## config.mk

```make
export PLATFORM = sky130hd
export DESIGN_NAME = axil_reg_bridge
export DESIGN_NICKNAME = d
export VERILOG_FILES = /design/src/rtl/tlk2711_reg_pkg.sv /design/src/rtl/axil_reg_bridge.sv
export SDC_FILE = /design/constraint.sdc
export NUM_CORES = 1
export LEC_CHECK = 0
export CAP_MARGIN = 0
export CORE_AREA = 2 2 155 157
export CTS_BUF_LIST = sky130_fd_sc_hd__clkbuf_8
export CTS_CLUSTER_DIAMETER = 50
export CTS_CLUSTER_SIZE = 25
export DETAILED_ROUTE_END_ITERATION = 10
export DIE_AREA = 0 0 157 159
export DONT_BUFFER_PORTS = 1
export REMOVE_ABC_BUFFERS = 1
export SLEW_MARGIN = 5
export SYNTH_ARGS = -nofsm -noshare
export SYNTH_HDL_FRONTEND = slang
export SYNTH_SLANG_ARGS = --single-unit
```

## constraint.sdc

```tcl
create_clock -name clk -period 6.9 [get_ports clk]
set_input_delay 1.38 -clock clk [delete_from_list [all_inputs] [get_ports clk]]
set_output_delay 1.38 -clock clk [all_outputs]
set_load 0.005 [all_outputs]
```

## src/rtl/tlk2711_reg_pkg.sv

```systemverilog
// Shared constants and FSM state types for the TLK2711 register bus bridge.
// AXI response codes, register bus widths, write/read FSM encodings.
package tlk2711_reg_pkg;

  localparam int REG_AW = 16;
  localparam int REG_DW = 64;

  localparam logic [1:0] RESP_OKAY   = 2'b00;
  localparam logic [1:0] RESP_SLVERR = 2'b10;

  typedef enum logic [1:0] {
    W_IDLE,
    W_ISSUE,
    W_RESP
  } wr_state_t;

  typedef enum logic [1:0] {
    R_IDLE,
    R_WAIT,
    R_RESP
  } rd_state_t;

endpackage

```

## src/rtl/axil_reg_bridge.sv

```systemverilog
// AXI4-Lite slave to single-cycle reg_wen/reg_ren strobe bus; write strobe one cycle after AW+W, read data sampled RD_LATENCY after reg_ren.
// Each channel holds one transaction; AW/W/AR are refused until bready/rready completes the response.
module axil_reg_bridge
  import tlk2711_reg_pkg::*;
#(
  parameter int AXI_ADDR_WIDTH = 40,
  parameter int RD_LATENCY     = 1
) (
  input  logic                      clk,
  input  logic                      rst,
  input  logic [AXI_ADDR_WIDTH-1:0] s_axil_awaddr,
  input  logic                      s_axil_awvalid,
  output logic                      s_axil_awready,
  input  logic [REG_DW-1:0]         s_axil_wdata,
  input  logic [7:0]                s_axil_wstrb,
  input  logic                      s_axil_wvalid,
  output logic                      s_axil_wready,
  output logic [1:0]                s_axil_bresp,
  output logic                      s_axil_bvalid,
  input  logic                      s_axil_bready,
  input  logic [AXI_ADDR_WIDTH-1:0] s_axil_araddr,
  input  logic                      s_axil_arvalid,
  output logic                      s_axil_arready,
  output logic [REG_DW-1:0]         s_axil_rdata,
  output logic [1:0]                s_axil_rresp,
  output logic                      s_axil_rvalid,
  input  logic                      s_axil_rready,
  output logic                      o_reg_wen,
  output logic [REG_AW-1:0]         o_reg_waddr,
  output logic [REG_DW-1:0]         o_reg_wdata,
  output logic                      o_reg_ren,
  output logic [REG_AW-1:0]         o_reg_raddr,
  input  logic [REG_DW-1:0]         i_reg_rdata
);

  localparam logic [2:0] LP_RD_LAT = 3'(RD_LATENCY);

  wr_state_t           r_wstate, w_wstate_nxt;
  logic                r_aw_held, r_w_held, w_aw_held_nxt, w_w_held_nxt;
  logic                r_awready, r_wready, w_aw_hs, w_w_hs, w_wr_ok;
  logic [REG_AW-1:0]   r_awaddr;
  logic [REG_DW-1:0]   r_wdata;
  logic [7:0]          r_wstrb;
  logic [1:0]          r_bresp;

  rd_state_t           r_rstate, w_rstate_nxt;
  logic                r_arready, r_ren, r_rerr, w_ar_hs;
  logic [2:0]          r_cnt;
  logic [REG_AW-1:0]   r_raddr;
  logic [REG_DW-1:0]   r_rdata;
  logic [1:0]          r_rresp;

  logic                w_unused;
  assign w_unused = ^{s_axil_awaddr[AXI_ADDR_WIDTH-1:REG_AW], s_axil_araddr[AXI_ADDR_WIDTH-1:REG_AW]};

  always_comb begin
    w_aw_hs       = s_axil_awvalid && r_awready;
    w_w_hs        = s_axil_wvalid && r_wready;
    w_aw_held_nxt = r_aw_held || w_aw_hs;
    w_w_held_nxt  = r_w_held || w_w_hs;
    w_wstate_nxt  = r_wstate;
    case (r_wstate)
      W_IDLE: begin
        if (w_aw_held_nxt && w_w_held_nxt) begin
          w_wstate_nxt  = W_ISSUE;
          w_aw_held_nxt = 1'b0;
          w_w_held_nxt  = 1'b0;
        end
      end
      W_ISSUE: w_wstate_nxt = W_RESP;
      W_RESP:  if (s_axil_bready) w_wstate_nxt = W_IDLE;
      default: w_wstate_nxt = W_IDLE;
    endcase
    // Only full, 8-byte-aligned writes reach the register manager.
    w_wr_ok = (r_awaddr[2:0] == 3'd0) && (r_wstrb == 8'hFF);
  end

  always_ff @(posedge clk or posedge rst) begin
    if (rst) begin
      r_wstate  <= W_IDLE;
      r_aw_held <= 1'b0;
      r_w_held  <= 1'b0;
      r_awready <= 1'b0;
      r_wready  <= 1'b0;
      r_awaddr  <= '0;
      r_wdata   <= '0;
      r_wstrb   <= '0;
      r_bresp   <= RESP_OKAY;
    end else begin
      r_wstate  <= w_wstate_nxt;
      r_aw_held <= w_aw_held_nxt;
      r_w_held  <= w_w_held_nxt;
      r_awready <= (w_wstate_nxt == W_IDLE) && !w_aw_held_nxt;
      r_wready  <= (w_wstate_nxt == W_IDLE) && !w_w_held_nxt;
      if (w_aw_hs) r_awaddr <= s_axil_awaddr[REG_AW-1:0];
      if (w_w_hs) begin
        r_wdata <= s_axil_wdata;
        r_wstrb <= s_axil_wstrb;
      end
      if (r_wstate == W_ISSUE) r_bresp <= w_wr_ok ? RESP_OKAY : RESP_SLVERR;
    end
  end

  always_comb begin
    w_ar_hs      = s_axil_arvalid && r_arready;
    w_rstate_nxt = r_rstate;
    case (r_rstate)
      R_IDLE:  if (w_ar_hs) w_rstate_nxt = R_WAIT;
      R_WAIT:  if (r_cnt == 3'd0) w_rstate_nxt = R_RESP;
      R_RESP:  if (s_axil_rready) w_rstate_nxt = R_IDLE;
      default: w_rstate_nxt = R_IDLE;
    endcase
  end

  always_ff @(posedge clk or posedge rst) begin
    if (rst) begin
      r_rstate  <= R_IDLE;
      r_arready <= 1'b0;
      r_ren     <= 1'b0;
      r_rerr    <= 1'b0;
      r_cnt     <= '0;
      r_raddr   <= '0;
      r_rdata   <= '0;
      r_rresp   <= RESP_OKAY;
    end else begin
      r_rstate  <= w_rstate_nxt;
      r_arready <= (w_rstate_nxt == R_IDLE);
      r_ren     <= w_ar_hs && (s_axil_araddr[2:0] == 3'd0);
      if (w_ar_hs) begin
        r_raddr <= s_axil_araddr[REG_AW-1:0];
        r_rerr  <= (s_axil_araddr[2:0] != 3'd0);
        r_cnt   <= LP_RD_LAT;
      end else if ((r_rstate == R_WAIT) && (r_cnt != 3'd0)) begin
        r_cnt <= r_cnt - 3'd1;
      end
      // Misaligned reads keep the same latency but never expose register data.
      if ((r_rstate == R_WAIT) && (r_cnt == 3'd0)) begin
        r_rdata <= r_rerr ? '0 : i_reg_rdata;
        r_rresp <= r_rerr ? RESP_SLVERR : RESP_OKAY;
      end
    end
  end

  assign s_axil_awready = r_awready;
  assign s_axil_wready  = r_wready;
  assign s_axil_bvalid  = (r_wstate == W_RESP);
  assign s_axil_bresp   = r_bresp;
  assign o_reg_wen      = (r_wstate == W_ISSUE) && w_wr_ok;
  assign o_reg_waddr    = r_awaddr;
  assign o_reg_wdata    = r_wdata;

  assign s_axil_arready = r_arready;
  assign s_axil_rvalid  = (r_rstate == R_RESP);
  assign s_axil_rdata   = r_rdata;
  assign s_axil_rresp   = r_rresp;
  assign o_reg_ren      = r_ren;
  assign o_reg_raddr    = r_raddr;

endmodule

```

==> summary.txt, run 1 <==
Power
  – Worst VDD drop: 0.142 mV
  – P_int: 0.00235 W
  – Switch Pwr: 0.00125 W
  – Flop pwr share: 0.579
  – Logic pwr share: 0.230
  – PD cells: 458 nW/um2
  – P_leak: 3.34 nW
  – Clock group share of total power: 0.191
  – Sw frac: 0.348

Timing
  – Tmin final: 3.18 ns
  – Max-slew violations: 0
  – Final number of setup-violating endpoints: 0
  – Setup TNS: 0 ns
  – Clock skew: 0.0186 ns
  – Tightest Pin Transition: 1.01 ns
  – Max frequency: 0.314 GHz
  – Relative slew slack: 0.327
  – RSZ-0062 raised after global routing: no
  – Period utilization: 0.461
  – Final Hold Viols: 0

Worst setup path
  – Required time of the critical path: 5.52 ns
  – Critical path class: reg -> out
  – Crit end category: output port
  – Worst EP arrival: 1.80 ns
  – Crit-path max FO: 3
  – Crit start category: register

Placement
  – Gpl congestion: 0.782
  – Post-DP HPWL: 12.0 mm
  – Placed cells: 854
  – Port bufs: 0
  – Placed Area: 7490 um2

Cells and area
  – Synth-to-Final Area Change: 8.87%
  – Final instance area: 7860 um2
  – Share of cells above drive strength 1: 0.258
  – Finished Layout Cells: 885
  – NumNets Final: 779
  – ANT cells: 0
  – Commonest cells after routing, fill and taps aside: dfrtp_1, mux2_2, nand2_1
  – Commonest non-fill, non-tap cell in the layout: dfrtp_1

Floorplanning
  – Die width: 157 um
  – Initial Util: 0.311
  – Die footprint: 25000 um2
  – Die H: 159 um
  – Core area: 23200 um2
  – Rows: 56
  – # IOs: 394

Global route
  – Vias in the first global route: 4306
  – Initial antenna violation count: 1
  – Largest net degree at the start of global routing: 111
  – GRT Util Overall: 0.124
  – First-pass GRT wire length: 23.9 mm
  – GR Overflow Total: 0

Routing
  – Routed Antenna Nets: 0
  – Via Count: 4047
  – Total Wirelength: 15.8 mm
  – Vias/cell: 4.57
  – Initial DRC count: 187
  – TritonRoute pass-1 iters: 4
  – WL/cell: 17.9 um
  – Drt drc: 0

CTS
  – Clock root buffer: clkbuf_8
  – Post-cts sizing count: 0
  – CTS Buf Count: 17
  – H-tree Lvls: 4
  – Clk slew on worst S/H paths: 0.10 ns
  – CTS tree: yes
  – Num Clock Sinks: 184
  – Clock buffer depth: 2
  – Hold_buf cts: 0
  – Post-CTS Repair Setup Buffers: 0
  – Clock Latency Late Sink: 0.45 ns

Synth
  – Syn avg cell area: 12.8 um2
  – Synth cell types: 29
  – Mapped Cells: 563
  – Synthesized flop and latch total: 184
  – Sequential area share after synthesis: 0.638
  – Number of synthesis warnings: 0
  – Cell Area, Synth: 7220 um2

Job
  – Max Cap Viol: 0

Outcome
  – Status: complete, no violations

Min path
  – Worst Hold Class: reg -> reg
==> synth_stat cells, drive strengths merged <==
cell type	instances	area, um2
inv	6	22.5
nor2	8	30.0
mux2	106	1200
nor2b	3	18.8
a21oi	3	15.0
o21ai	66	330
and2	1	6.26
nand4b	1	8.76
nor4	3	18.8
nor3	2	10.0
clkbuf	12	47.6
or3b	1	8.76
nand4	1	6.26
nor3b	1	18.8
ha	2	25.0
buf	21	123
nand2	70	263
xnor2	1	8.76
conb	1	3.75
nand3b	1	20.0
a211oi	2	15.0
o31ai	1	7.51
dfrtp	184	4600
nand2b	66	413
==> logic make-up after synthesis <==
logic type	synth area share
buffers and inverters	0.0267
flip-flops	0.638
adder cells (fa/ha/maj)	0.00346
AND/OR/NAND/NOR	0.114
other	0.000519
AO/OA/AOI/OAI	0.0509
multiplexers	0.166
XOR/XNOR	0.00121
==> state kept, by name, summed over array words and instances (netlist names) <==
register	cells
o_reg_wdata	64
s_axil_rdata	64
o_reg_raddr	16
o_reg_waddr	16
r_wstrb	8
r_cnt	3
r_rstate	2
r_wstate	2
o_reg_ren	1
r_aw_held	1
r_rerr	1
r_w_held	1
s_axil_arready	1
s_axil_awready	1
s_axil_bresp	1
s_axil_rresp	1
s_axil_wready	1
==> area by class of cell <==
class,instances,area [um2]
Fill cell,2263,15300
Multi-Input combinational cell,341,2430
Timing Repair Buffer,4,30.0
Tap cell,319,399
Sequential cell,184,4600
Inverter,6,27.5
Clock buffer,18,248
Clock inverter,13,123
==> through the flow <==
stage / total power (W) / utilization / hold WS (ns) / setup WS [ns]
6_report: 0.00360 / 0.339 / 0.517 / 3.72
5_1_grt: 0.00388 / 0.339 / 0.539 / 3.55
3_3_place_gp: 0.00290 / 0.323 / 0.490 / 3.94
2_1_floorplan: 0.00266 / - / 0.472 / 0.520
4_1_cts: 0.00368 / 0.339 / 0.516 / 3.65
3_5_place_dp: 0.00298 / 0.323 / 0.498 / 3.81
==> power by group through the flow <==
stage	sequential, W	combinational [W]	clock, W
after global placement	0.00211	0.000793	0
after floorplan	0.00195	0.000711	0
after CTS	0.00210	0.000850	0.000723
after detailed placement	0.00212	0.000857	0
final	0.00209	0.000830	0.000687
after global routing	0.00216	0.000950	0.000776
==> critical path, cell delays in order (launching register included) <==
cell and delay [ns]:
dfrtp_1 0.42, or3b_2 0.48, nor4_1 0.47
==> path summary, 6_finish.rpt <==
| path | endpoint | cells after the start | from | slack (ns) |
|---|---|---|---|---|
| setup / recovery | o_reg_wen | 2 | o_reg_waddr[0]$_DFFE_PP0P_ | 3.72 |
| hold / removal | r_wstrb[1]$_DFFE_PP0P_ | 1 | r_wstrb[1]$_DFFE_PP0P_ | 0.52 |
| setup reg to reg | s_axil_rresp[1]$_DFFE_PP0P_ | 6 | r_cnt[0]$_DFFE_PP0P_ | 4.56 |
| hold reg to reg | r_wstrb[1]$_DFFE_PP0P_ | 1 | r_wstrb[1]$_DFFE_PP0P_ | 0.52 |
| max in group asynchronous | o_reg_wdata[5]$_DFFE_PP0P_ | 2 | rst | 4.33 |
| min in group asynchronous | s_axil_rdata[53]$_DFFE_PP0P_ | 1 | rst | 0.92 |
==> per-layer routing <==
layer / track usage / part of all wire / wire length (um)
met1: 0.127 / 0.36 / 5660
met2: 0.224 / 0.52 / 8200
met3: 0.0525 / 0.11 / 1680
met4: 0.0413 / 0.016 / 257
met5: 0 / 0.00063 / 10
Note: power is estimated with default switching activity, not from simulation.
==> run 2: changes to the inputs <==
--- a/config.mk
+++ b/config.mk
@@ -5,13 +5,14 @@
 export SDC_FILE = /design/constraint.sdc
 export NUM_CORES = 1
 export LEC_CHECK = 0
+export ABC_AREA = 1
 export CAP_MARGIN = 0
-export CORE_AREA = 2 2 155 157
+export CORE_AREA = 2 2 153 155
 export CTS_BUF_LIST = sky130_fd_sc_hd__clkbuf_8
 export CTS_CLUSTER_DIAMETER = 50
 export CTS_CLUSTER_SIZE = 25
 export DETAILED_ROUTE_END_ITERATION = 10
-export DIE_AREA = 0 0 157 159
+export DIE_AREA = 0 0 155 157
 export DONT_BUFFER_PORTS = 1
 export REMOVE_ABC_BUFFERS = 1
 export SLEW_MARGIN = 5
==> constraint.sdc (replaced) <==
create_clock -name clk -period 2.9 [get_ports clk]
set_input_delay 0.58 -clock clk [delete_from_list [all_inputs] [get_ports clk]]
set_output_delay 0.58 -clock clk [all_outputs]
set_load 0.005 [all_outputs]
==> summary.txt, run 2 <==
Outcome
  – Status: complete, no violations

Synth
  – Mapped Cells: 769 (+37%)
  – Synth top area share: 0.653 (+0.0157)
  – Sequential area share after synthesis: 0.653 (+0.0157)
  – EDFF count, synth: 0 (unchanged)
  – Most common cell in the synthesized netlist: nand2_1
  – Number of synthesis warnings: 0 (unchanged)
  – Synth top area cells: dfrtp_1, nand2_1, mux2_2
  – Synth area leader: dfrtp_1
  – Post-synth top cells: nand2_1, dfrtp_1, inv_1, nor2_1, mux2_2
  – Synth cell types: 19 (-34%)
  – Synthesized flop and latch total: 184 (unchanged)
  – Cell Area, Synth: 7050 um2 (-2.4%)
  – Syn avg cell area: 9.17 um2 (-29%)
  – Asr flop ratio synth: 1.00 (unchanged)
  – Ys flop type: dfrtp_1

Routing
  – WL/cell: 16.1 um (-9.8%)
  – Total Wirelength: 17.1 mm (+8.3%)
  – TritonRoute pass-1 iters: 5 (+1)
  – Via Count: 4779 (+18%)
  – Drt drc: 0 (unchanged)
  – Initial DRC count: 252 (+35%)
  – Routed Antenna Nets: 0 (unchanged)
  – Vias/cell: 4.50 (-1.6%)

Global route
  – Vias in the first global route: 4827 (+12%)
  – GRT Util Overall: 0.137 (+0.0132)
  – GR Overflow Total: 0 (unchanged)
  – Initial antenna violation count: 1 (unchanged)
  – GR Util met1: 0.158 (+0.0308)
  – Grt met3 use: 0.0564 (+0.00391)
  – First-pass GRT wire length: 25.9 mm (+8.4%)
  – Largest net degree at the start of global routing: 74 (-33%)
  – Grt peak-use layer: met2
  – GR Layer Usage met2: 0.228 (+0.00324)

Floorplanning
  – Die H: 157 um (-1.3%)
  – Rows: 55 (-1.8%)
  – Die width: 155 um (-1.3%)
  – Initial Util: 0.313 (+0.00181)
  – # IOs: 394 (unchanged)
  – Die footprint: 24300 um2 (-2.5%)
  – Core area: 22500 um2 (-3.0%)

Placement
  – Port bufs: 0 (unchanged)
  – Gpl congestion: 0.731 (-6.5%)
  – Placement Setup Slack: 1.23 ns (-2.58 ns)
  – Placed Area: 7320 um2 (-2.3%)
  – Post-DP HPWL: 12.1 mm (+1.0%)

Timing
  – Relative slew slack: 0.512 (+0.185)
  – Period utilization: 0.671
  – Worst hold slack: 0.0172 ns (-0.499 ns)
  – Max-slew violations: 0 (unchanged)
  – Final Hold Viols: 0 (unchanged)
  – Max frequency: 0.514 GHz
  – Clock skew: 0.0200 ns (+0.00136 ns)
  – Tightest Pin Transition: 0.730 ns (-0.279 ns)
  – Final number of setup-violating endpoints: 0 (unchanged)
  – Setup WS post-layout: 0.955 ns (-2.77 ns)
  – Tmin final: 1.95 ns
  – RSZ-0062 raised after global routing: no

CTS
  – Clock root buffer: clkbuf_8
  – Post-cts sizing count: 0 (unchanged)
  – CTS Buf Count: 17 (unchanged)
  – H-tree Lvls: 4 (unchanged)
  – Hold_buf cts: 0 (unchanged)
  – CTS tree: yes
  – Clock Latency Late Sink: 0.45 ns (about the same)
  – Post-CTS Repair Setup Buffers: 0 (unchanged)
  – Num Clock Sinks: 184 (unchanged)
  – Clock buffer depth: 2 (unchanged)
  – Clk slew on worst S/H paths: 0.11 ns (about the same)

Worst setup path
  – Required time of the critical path: 2.32 ns (-3.20 ns)
  – Crit start category: register
  – Reg2Reg Capture Point: s_axil_rdata[16]$_DFFE_PP0P_
  – Worst r2r src: r_cnt[1]$_DFFE_PP0P_
  – Crit path largest cell delay: 0.42 ns (-0.06 ns)
  – Crit path to: o_reg_wen
  – Worst path slowest cell: dfrtp_1
  – CP Cell Sequence: inv_1 > nand2_1 > nor2_1 > nand2_1 > nor2_1
  – Critical path launch point: o_reg_waddr[0]$_DFFE_PP0P_
  – FF-to-FF path depth: 8 (+2)
  – Worst reg-to-reg setup slack: 1.31 ns (-3.25 ns)
  – Crit-path max FO: 2 (-1)
  – Crit end category: output port
  – Worst EP arrival: 1.37 ns (-0.43 ns)
  – Critical path class: reg -> out

Power
  – PD cells: 1070 nW/um2 (+130%)
  – Worst VDD drop: 0.382 mV (+170%)
  – P_leak: 4.20 nW (+26%)

Cells and area
  – Commonest non-fill, non-tap cell in the layout: nand2_1
  – Commonest cells after routing, fill and taps aside: nand2_1, dfrtp_1, inv_1
  – Synth-to-Final Area Change: 9.41%
  – Share of cells above drive strength 1: 0.0786 (-0.179)
  – Final instance area: 7710 um2 (-1.9%)
  – NumNets Final: 988 (+27%)

Min path
  – Worst Hold Class: in -> async

Job
  – Max Cap Viol: 0 (unchanged)
==> run 2: power by group <==
group	internal [W]	switching (W)	total, W	leakage, nW
logic	0.000698	0.00113	0.00183	1.65
clock network	0.000680	0.00101	0.00169	0.197
registers	0.00376	0.000998	0.00476	2.35
==> run 2: metrics by stage <==
stage,power [W],utilization,setup TNS (ns),cells
final,0.00828,0.343,0,1062
after global routing,0.00896,0.343,0,1061
after CTS,0.00843,0.343,0,1061
after detailed placement,0.00669,0.325,0,1029
after global placement,0.00661,0.325,0,1029
after floorplan,0.00596,-,-516.84,735
==> run 2: worst min-delay path by stage <==
stage | start | end | slack (ns) | cells past startpoint
2_1_floorplan | r_wstrb[0]$_DFFE_PP0P_ | r_wstrb[0]$_DFFE_PP0P_ | 0.45 | 2
3_3_place_gp | r_wstrb[0]$_DFFE_PP0P_ | r_wstrb[0]$_DFFE_PP0P_ | 0.46 | 2
3_5_place_dp | r_wstrb[0]$_DFFE_PP0P_ | r_wstrb[0]$_DFFE_PP0P_ | 0.47 | 2
4_1_cts | rst | s_axil_rdata[40]$_DFFE_PP0P_ | 0.01 | 1
5_1_grt | rst | o_reg_waddr[15]$_DFFE_PP0P_ | 0.02 | 1
6_report | rst | s_axil_rdata[37]$_DFFE_PP0P_ | 0.02 | 1
==> run 2: cell families (layout without fill, tap and decap cells) <==
| family | after synthesis | in the layout | synth area share |
|---|---|---|---|
| simple gates | 497 | 497 | 0.269 |
| compound gates | 14 | 14 | 0.0103 |
| buf+inv | 58 | 64 | 0.0424 |
| flops | 184 | 184 | 0.653 |
| other cells | 1 | 3 | 0.000532 |
| fa+ha+maj | 2 | 2 | 0.00355 |
| mux | 13 | 13 | 0.0208 |
==> run 2: critical path: cells and delay by family, from the launching register on <==
kind / cells / cell delay [ns]
AND/OR/NAND/NOR: 4 / 0.43
flip-flops: 1 / 0.42
buffers and inverters: 1 / 0.08
==> run 2: routing by layer <==
metal | vias up | part of all wire
met3 | 18 | 0.096
met4 | 0 | 0.019
met2 | 240 | 0.48
met5 | - | 0
met1 | 2221 | 0.40
li1 | 2300 | -
==> run 2: layout make-up <==
class	instances	area (um2)
Inverter	23	93.8
Clock inverter	13	124
Timing Repair Buffer	9	118
Antenna cell	1	2.50
Clock buffer	19	262
Multi-Input combinational cell	528	2150
Fill cell	2319	14800
Tap cell	285	357
Sequential cell	184	4600
==> run 3: changes to the inputs <==
==> constraint.sdc (replaced) <==
create_clock -name clk -period 1.68 [get_ports clk]
set_input_delay 0.336 -clock clk [delete_from_list [all_inputs] [get_ports clk]]
set_output_delay 0.336 -clock clk [all_outputs]
set_load 0.005 [all_outputs]
==> summary.txt, run 3 (synthesis gave the netlist of run 2 again) <==
Outcome
  – Status: complete, no violations

Routing
  – Initial DRC count: 361 (+43%)
  – Vias/cell: 4.48 (-0.41%)
  – WL/cell: 16.0 um (-0.49%)
  – TritonRoute pass-1 iters: 6 (+1)
  – Routed Antenna Nets: 0 (unchanged)
  – Total Wirelength: 19.7 mm (+15%)
  – Drt drc: 0 (unchanged)
  – Via Count: 5508 (+15%)

Cells and area
  – Commonest cells after routing, fill and taps aside: nand2_1, dfrtp_1, dlygate4sd3_1
  – Share of cells above drive strength 1: 0.0785 (-0.000135)
  – Synth-to-Final Area Change: 33.9%
  – Area of the multi-input gates: 2150 um2 (+0.12%)
  – Final instance area: 9440 um2 (+22%)
  – Final design utilization: 0.419 (+0.0767)
  – Commonest non-fill, non-tap cell in the layout: nand2_1
  – Sequential cell area: 4600 um2 (unchanged)
  – Finished Layout Cells: 1229 (+16%)
  – NumNets Final: 1156 (+17%)
  – Layout fillers: 2112 (-8.9%)

Worst setup path
  – Worst EP arrival: 1.31 ns (-0.06 ns)
  – Critical path class: reg -> out
  – Crit start category: register
  – Worst r2r src: r_cnt[0]$_DFFE_PP0P_
  – CP Cell Sequence: nor2_1 > nand2_1 > nor2_2
  – Crit path largest cell delay: 0.41 ns (about the same)
  – Crit end category: output port
  – Crit path max-delay family: simple AND/OR/NAND/NOR gates
  – CP bufs+invs: 0 (-1)
  – Required time of the critical path: 1.34 ns (-0.98 ns)
  – Worst path slowest cell: dfrtp_1
  – Crit-path max FO: 3 (+1)
  – Critical path launch point: r_wstate[1]$_DFF_PP0_

Power
  – Sw frac: 0.368 (-0.0113)
  – Worst VDD drop: 0.594 mV (+56%)
  – P_int: 0.00958 W (+86%)
  – Flop pwr share: 0.546 (-0.029)
  – Logic pwr share: 0.247 (+0.026)
  – Switch Pwr: 0.00558 W (+77%)
  – Clock group share of total power: 0.207 (+0.003)
  – Total power: 0.0152 W (+83%)
  – PD cells: 1610 nW/um2 (+49%)
  – P_leak: 4.94 nW (+18%)

Global route
  – GR Overflow Total: 0 (unchanged)
  – First-pass GRT wire length: 29.5 mm (+14%)
  – Largest net degree at the start of global routing: 54 (-27%)
  – Vias in the first global route: 5751 (+19%)
  – Initial antenna violation count: 1 (unchanged)
  – GRT Util Overall: 0.154 (+0.0174)

Floorplanning
  – Die width: 155 um (unchanged)
  – Die H: 157 um (unchanged)
  – Rows: 55 (unchanged)
  – Core area: 22500 um2 (unchanged)
  – Die footprint: 24300 um2 (unchanged)
  – # IOs: 394 (unchanged)
  – Initial Util: 0.313 (unchanged)

Timing
  – Tmin final: 1.65 ns
  – Relative slew slack: 0.625 (+0.113)
  – Final Hold Viols: 0 (unchanged)
  – Max frequency: 0.606 GHz
  – RSZ-0062 raised after global routing: yes
  – Worst hold slack: 0.0364 ns (+0.0192 ns)
  – Max-slew violations: 0 (unchanged)
  – Final number of setup-violating endpoints: 0 (unchanged)
  – Period utilization: 0.982
  – Tightest Pin Transition: 0.563 ns (-0.167 ns)
  – Clock skew: 0.0152 ns (-0.00481 ns)

CTS
  – CTS Buf Count: 17 (unchanged)
  – CTS tree: yes
  – H-tree Lvls: 4 (unchanged)
  – Clock root buffer: clkbuf_8
  – Post-CTS Repair Setup Buffers: 0 (unchanged)
  – Clk slew on worst S/H paths: 0.10 ns (about the same)
  – Clock Latency Late Sink: 0.45 ns (about the same)
  – Num Clock Sinks: 184 (unchanged)
  – Clock buffer depth: 2 (unchanged)

Placement
  – Placed Area: 7460 um2 (+1.8%)
  – Port bufs: 0 (unchanged)
  – Post-DP HPWL: 12.6 mm (+3.5%)
  – Placed cells: 1042 (+1.3%)
  – Gpl congestion: 0.734 (+0.37%)

Job
  – Max Cap Viol: 0 (unchanged)

Min path
  – Min-Delay Startpoint: s_axil_wdata[29]
  – Worst Hold Class: in -> reg
-- run 3: cell count changes in the layout (fill, tap and decap cells not counted), sizes merged --
cell	change
buf	+13
bufinv	+3
clkbuf	-1
clkinv	-2
clkinvlp	+2
dlygate4sd3	+154
inv	-2
-- run 3: routing by layer --
layer / track usage / wire, um / up-vias
li1: - / - / 2631
met1: 0.174 / 7790 / 2594
met2: 0.271 / 9850 / 260
met3: 0.0556 / 1720 / 23
met4: 0.0529 / 352 / 0
met5: 0 / 0 / -
-- run 3: power groups by stage --
stage | Clock [W] | Sequential (W) | Combinational (W)
after CTS | 0.00327 | 0.00826 | 0.00372
after detailed placement | 0 | 0.00830 | 0.00344
final | 0.00314 | 0.00827 | 0.00374
after global routing | 0.00345 | 0.00849 | 0.00434
after global placement | 0 | 0.00831 | 0.00328
after floorplan | 0 | 0.00775 | 0.00254
-- run 3: final timing paths --
check | slack, ns | cells past startpoint | end
hold reg to reg | 0.49 | 2 | r_wstrb[2]$_DFFE_PP0P_
max in group asynchronous | 0.71 | 3 | s_axil_rdata[62]$_DFFE_PP0P_
setup reg to reg | 0.14 | 8 | s_axil_rdata[62]$_DFFE_PP0P_
setup / recovery | 0.03 | 3 | o_reg_wen
hold / removal | 0.04 | 2 | o_reg_wdata[29]$_DFFE_PP0P_
min in group asynchronous | 0.43 | 2 | o_reg_waddr[2]$_DFFE_PP0P_
-- run 3: metrics by stage --
step / TNS, ns / worst slack, ns
3_5_place_dp: 0 / 0.165
4_1_cts: 0 / 0.00211
2_1_floorplan: -803.49 / -3.66
6_report: 0 / 0.0294
5_1_grt: -0.0656 / -0.0656
3_3_place_gp: 0 / 0.185
-- run 3: layout make-up --
class / count / share of cell area
timing repair buffer: 177 / 0.193
inverter: 23 / 0.00994
clock inverter: 14 / 0.0184
antenna: 1 / 0.000265
tap: 285 / 0.0378
sequential: 184 / 0.488
clock buffer: 17 / 0.0248
multi-input combinational: 528 / 0.228
-- run 3: what timing repair did --
action	CTS	global route
cloned	0	1
hold buffers	153	1
endpoints found under the hold margin	197	1
gates resized for setup	2	0
endpoints found under the setup margin	1	3
